`src/rtl/ram_arb_pkg.sv`:
```
// Shared types and constants for the data-RAM arbiter between the CPU and a secondary requester.
package ram_arb_pkg;

  localparam int unsigned CntW        = 4;
  localparam int unsigned AddrW       = 15;
  localparam int unsigned DataW       = 16;
  localparam int unsigned DefMaxWait  = 8;
  localparam int unsigned DefBurstLen = 4;

  typedef enum logic {
    StCpu = 1'b0,
    StSec = 1'b1
  } arb_state_e;

endpackage

```
`src/rtl/arb_rd_tracker.sv`:
```
// Remembers which port was granted a read last cycle and raises that port's rvalid now.
module arb_rd_tracker #(
  parameter int unsigned NumPorts = 2
) (
  input  logic                clk_i,
  input  logic                reset_ni,
  input  logic [NumPorts-1:0] rd_gnt_i,
  output logic [NumPorts-1:0] rvalid_o
);

  logic [NumPorts-1:0] rd_tag_q;

  always_ff @(posedge clk_i) begin
    if (!reset_ni) begin
      rd_tag_q <= '0;
    end else begin
      rd_tag_q <= rd_gnt_i;
    end
  end

  assign rvalid_o = rd_tag_q;

endmodule

```
`src/rtl/ram_arbiter.sv`:
```
// Shares the single-port data RAM between the CPU (priority) and a bursting secondary port
// with a starvation limit; a refused CPU is held off through cpu_stall_o.
module ram_arbiter
  import ram_arb_pkg::*;
#(
  parameter int unsigned MaxWait  = DefMaxWait,
  parameter int unsigned BurstLen = DefBurstLen
) (
  input  logic             clk_i,
  input  logic             reset_ni,
  input  logic             cpu_req_i,
  input  logic             cpu_we_i,
  input  logic [AddrW-1:0] cpu_addr_i,
  input  logic [DataW-1:0] cpu_din_i,
  output logic [DataW-1:0] cpu_dout_o,
  output logic             cpu_rvalid_o,
  output logic             cpu_stall_o,
  input  logic             sec_req_i,
  input  logic             sec_we_i,
  input  logic [AddrW-1:0] sec_addr_i,
  input  logic [DataW-1:0] sec_din_i,
  output logic             sec_gnt_o,
  output logic [DataW-1:0] sec_dout_o,
  output logic             sec_rvalid_o,
  output logic             ram_wr_o,
  output logic [AddrW-1:0] ram_addr_o,
  output logic [DataW-1:0] ram_din_o,
  input  logic [DataW-1:0] ram_dout_i
);

  localparam logic [CntW-1:0] MaxWaitC   = CntW'(MaxWait);
  localparam logic [CntW-1:0] BurstLastC = CntW'(BurstLen - 1);

  arb_state_e      state_q, state_d;
  logic [CntW-1:0] wait_cnt_q, wait_cnt_d;
  logic [CntW-1:0] burst_cnt_q, burst_cnt_d;
  logic            cpu_gnt, sec_gnt;
  logic [1:0]      rd_gnt, rvalid;

  // Zero-latency grant decode from the current state.
  always_comb begin
    cpu_gnt = 1'b0;
    sec_gnt = 1'b0;
    unique case (state_q)
      StCpu: begin
        if (cpu_req_i && !(sec_req_i && (wait_cnt_q == MaxWaitC))) begin
          cpu_gnt = 1'b1;
        end else if (sec_req_i) begin
          sec_gnt = 1'b1;
        end
      end
      StSec:   sec_gnt = sec_req_i;
      default: ;
    endcase
  end

  // burst_cnt counts secondary grants already taken in the current burst, so the burst
  // is closed on the grant that brings the total to BurstLen.
  always_comb begin
    state_d     = state_q;
    wait_cnt_d  = wait_cnt_q;
    burst_cnt_d = burst_cnt_q;

    if (sec_gnt || !sec_req_i) begin
      wait_cnt_d = '0;
    end else if (wait_cnt_q != MaxWaitC) begin
      wait_cnt_d = wait_cnt_q + CntW'(1);
    end

    unique case (state_q)
      StCpu: begin
        if (sec_gnt && (BurstLen > 1)) begin
          state_d     = StSec;
          burst_cnt_d = CntW'(1);
        end
      end
      StSec: begin
        if (!sec_req_i || (burst_cnt_q == BurstLastC)) begin
          state_d     = StCpu;
          burst_cnt_d = '0;
        end else begin
          burst_cnt_d = burst_cnt_q + CntW'(1);
        end
      end
      default: state_d = StCpu;
    endcase
  end

  always_ff @(posedge clk_i) begin
    if (!reset_ni) begin
      state_q     <= StCpu;
      wait_cnt_q  <= '0;
      burst_cnt_q <= '0;
    end else begin
      state_q     <= state_d;
      wait_cnt_q  <= wait_cnt_d;
      burst_cnt_q <= burst_cnt_d;
    end
  end

  assign rd_gnt = {sec_gnt && !sec_we_i, cpu_gnt && !cpu_we_i};

  arb_rd_tracker #(
    .NumPorts(2)
  ) u_rd_tracker (
    .clk_i   (clk_i),
    .reset_ni(reset_ni),
    .rd_gnt_i(rd_gnt),
    .rvalid_o(rvalid)
  );

  // Idle cycles leave the CPU address/data on the RAM bus; writes are blocked during reset.
  assign ram_addr_o = sec_gnt ? sec_addr_i : cpu_addr_i;
  assign ram_din_o  = sec_gnt ? sec_din_i : cpu_din_i;
  assign ram_wr_o   = reset_ni && ((cpu_gnt && cpu_we_i) || (sec_gnt && sec_we_i));

  assign cpu_stall_o  = cpu_req_i && !cpu_gnt;
  assign sec_gnt_o    = sec_gnt;
  assign cpu_rvalid_o = rvalid[0];
  assign sec_rvalid_o = rvalid[1];
  assign cpu_dout_o   = ram_dout_i;
  assign sec_dout_o   = ram_dout_i;

endmodule

```
`config.mk`:
```
export PLATFORM = sky130hd
export DESIGN_NAME = ram_arbiter
export DESIGN_NICKNAME = d
export VERILOG_FILES = /design/src/rtl/ram_arb_pkg.sv /design/src/rtl/arb_rd_tracker.sv /design/src/rtl/ram_arbiter.sv
export SDC_FILE = /design/constraint.sdc
export NUM_CORES = 1
export LEC_CHECK = 0
export CORE_MARGIN = 1
export CORE_UTILIZATION = 29
export CTS_BUF_LIST = sky130_fd_sc_hd__clkbuf_4 sky130_fd_sc_hd__clkbuf_8
export CTS_CLUSTER_SIZE = 28
export DETAILED_ROUTE_END_ITERATION = 10
export PLACE_DENSITY = 0.95
export SETUP_SLACK_MARGIN = 0.02
export SLEW_MARGIN = 15
export SYNTH_ARGS = -nofsm -noshare
export SYNTH_HDL_FRONTEND = slang
export SYNTH_SLANG_ARGS = --single-unit
```
`constraint.sdc`:
```
create_clock -name clk_i -period 4.25 [get_ports clk_i]
set_input_delay 1.275 -clock clk_i [delete_from_list [all_inputs] [get_ports clk_i]]
set_output_delay 1.275 -clock clk_i [all_outputs]
set_load 0.02 [all_outputs]
```
==> results_dict.tcl <==
set metrics [dict create \
    outcome "finished, final reports clean" \
    cp-end-kind "primary output" \
    placementRows 23 \
    worst_path_max_delay_cell "clkdlybuf4s50_1" \
    setup_ws_ns 0.0858 \
    hold_viol 0 \
    hpwl_um 3040 \
    ys_top_cells_by_area "mux2_2, buf_4, dfxtp_1" \
    place_inst 251 \
    vias 1183 \
    drt-pass1-iter-count 4 \
    drv_slew 0 \
    route.met3.wl_um 332 \
    overflow 0 \
    ys_seq_area_frac 0.182 \
    highest-signal-layer "met4" \
    start_kind "input port" \
    area_growth_pct 66.3 \
    cts_buffers 3 \
    core_area_mm2 0.00400 \
    cp-endpoint "ram_din_o[0]" \
    arrival_ns 2.89 \
    utilization 0.504 \
    rsz0062_at_grt "false" \
    drt-total-wl_um 3600 \
    path_class "in -> out" \
    required_ns 2.97 \
    power_density_mw_per_mm2 207 \
    clkSinkCount 11 \
    drive_above_1_share 0.351 \
    grt_max_degree 19 \
    ys_types 33 \
    finClkSkew_ns 0.00348 \
    yosysTopAreaCell "mux2_2" \
    layout_common_cells "clkdlybuf4s50_1, mux2_2, clkbuf_2" \
    gp_congestion 0.754 \
    slew_headroom 0.815 \
    met2RoutedLength_um 1940 \
    finalCritPeriodShare 0.980 \
    r2r_end "wait_cnt_q[0]" \
    cap_violations 0 \
    synth_top_area_share 0.279 \
    avgSynthCellArea_um2 9.33 \
    synthCells 130 \
    yosys_warnings 0 \
    drc 0 \
    timing.rr.start "wait_cnt_q[0]" \
    place_ws_ns -0.253 \
    portBuffers 103 \
    critical_path.startpoint "cpu_req_i" \
    dieArea_mm2 0.00444 \
    drt_iter0_markers 4 \
    setup_tns_ns 0 \
    clock_path_buffers 2 \
    holdWs_ns 0.528 \
    syn_nets 217 \
    initial_core_util 0.303 \
    antenna_found_initial 0 \
    ant_nets 0 \
    clk_latency_ns 0.23 \
    h-tree-depth 1 \
    fin_cells 258 \
    n_antenna_cell 0 \
    wl_per_cell_um 14.0 \
    tritoncts "done" \
    wl_met1_um 1300 \
    grt_pass1_vias 1107 \
    clk_pin_slew_ns 0.05 \
    pin_count 152 \
    worst_pin_slew_ns 0.276 \
    setup_viol 0 \
    hold_buffers 0 \
    syn_area_mm2 0.00121 \
    grt_pass1_wl_um 5060 \
    cp_max_fo 12 \
    reg2reg_depth 6 \
    ys_seq_elements 11 \
    via_per_inst 4.59 \
    cpPeakStageDelay_ns 0.50 \
    layout_commonest_cell "clkdlybuf4s50_1" \
    crit_chain "clkdlybuf4s50_1 > nand2b_1 > a21oi_4 > buf_12 > mux2_2 > clkdlybuf4s15_1" \
    fmax_mhz 240 \
    rrSetupSlack_ns 2.59 \
    min_period_ns 4.16 \
    grtUsageTotal 0.152 \
    die-height_um 66.7 \
    nets 296 \
    power_leakage_nw 0.862 \
    die_w_um 66.7 \
    ir_drop_v 0.000126 \
    hold_path_class "reg -> reg" \
    cts-root-buf "clkbuf_8" \
]
-- final cells by class --
class | instances | area (um^2)
Tap cell | 50 | 62.6
Inverter | 3 | 11.3
Sequential cell | 11 | 220
Multi-Input combinational cell | 78 | 681
Fill cell | 355 | 1980
Timing Repair Buffer | 112 | 992
Clock buffer | 4 | 48.8
-- cell families after synthesis --
kind of cell,share of synthesized area
mux,0.313
compound gates,0.0537
flops,0.182
buf+inv,0.257
xor+xnor,0.0217
fa+ha+maj,0.0310
simple gates,0.142
-- Yosys cell counts --
cell,instances
mux2_2,30
a31o_2,1
or3_1,1
or2_2,2
o21ai_0,1
ha_1,3
nor2b_1,1
dfxtp_1,11
nor3b_1,3
xnor2_1,1
a211oi_1,1
inv_1,3
xor2_1,2
buf_4,32
nand2b_1,3
buf_6,5
a21o_1,1
nand4b_1,1
a21oi_1,1
nand4_1,1
mux2_1,1
nand3b_1,2
mux2i_1,3
nand2_1,3
a21oi_4,1
o22ai_1,1
nor3_1,2
a22o_1,1
and4b_1,1
and2_1,1
clkbuf_1,1
nand3_1,4
nor2_1,5
-- report_power, final --
group | total [W] | switching (W) | internal [W]
Clock | 0.000108 | 0.0000363 | 0.0000720
Combinational | 0.000199 | 0.0000825 | 0.000116
Sequential | 0.000110 | 0.00000304 | 0.000107
Total | 0.000417 | 0.000122 | 0.000295
-- worst max-delay path: cells and delay by family --
| family | cells | cell delay [ns] |
|---|---|---|
| AND/OR/NAND/NOR | 1 | 0.13 |
| AO/OA/AOI/OAI | 1 | 0.21 |
| buffers and inverters | 3 | 0.94 |
| multiplexers | 1 | 0.33 |
-- state kept, by name, indices dropped and copies added (netlist names) --
signal,count
burst_cnt_q,4
state_q,1
u_rd_tracker.rvalid_o,2
wait_cnt_q,4
-- metrics by stage --
stage               area [um^2]  power [W]
floorplan                  1210   0.000250
global placement           2080   0.000330
detailed placement         2080   0.000332
CTS                        2110   0.000427
global route               2020   0.000437
finish                     2020   0.000417
-- metal layers --
metal  up-vias  global-route usage
li1        572                   -
met1       550               0.162
met2        57               0.270
met3         4              0.0582
met4         0              0.0532
met5         -                   0
-- timing repair --
action	CTS	global route
resized for setup	55	39
setup buffers	0	3
endpoints found under the setup margin	33	32
pin swaps	1	0
-- how the worst min path moves through the flow --
stage                        start             end  slack, ns  cells past startpoint
floorplan           burst_cnt_q[1]  burst_cnt_q[1]       0.48                      1
global placement    burst_cnt_q[1]  burst_cnt_q[1]       0.51                      1
detailed placement  burst_cnt_q[0]  burst_cnt_q[0]       0.52                      1
CTS                 burst_cnt_q[0]  burst_cnt_q[0]       0.53                      1
global route        burst_cnt_q[1]  burst_cnt_q[1]       0.55                      1
finish              burst_cnt_q[0]  burst_cnt_q[0]       0.53                      1
Power figures use the tool's default switching activity.
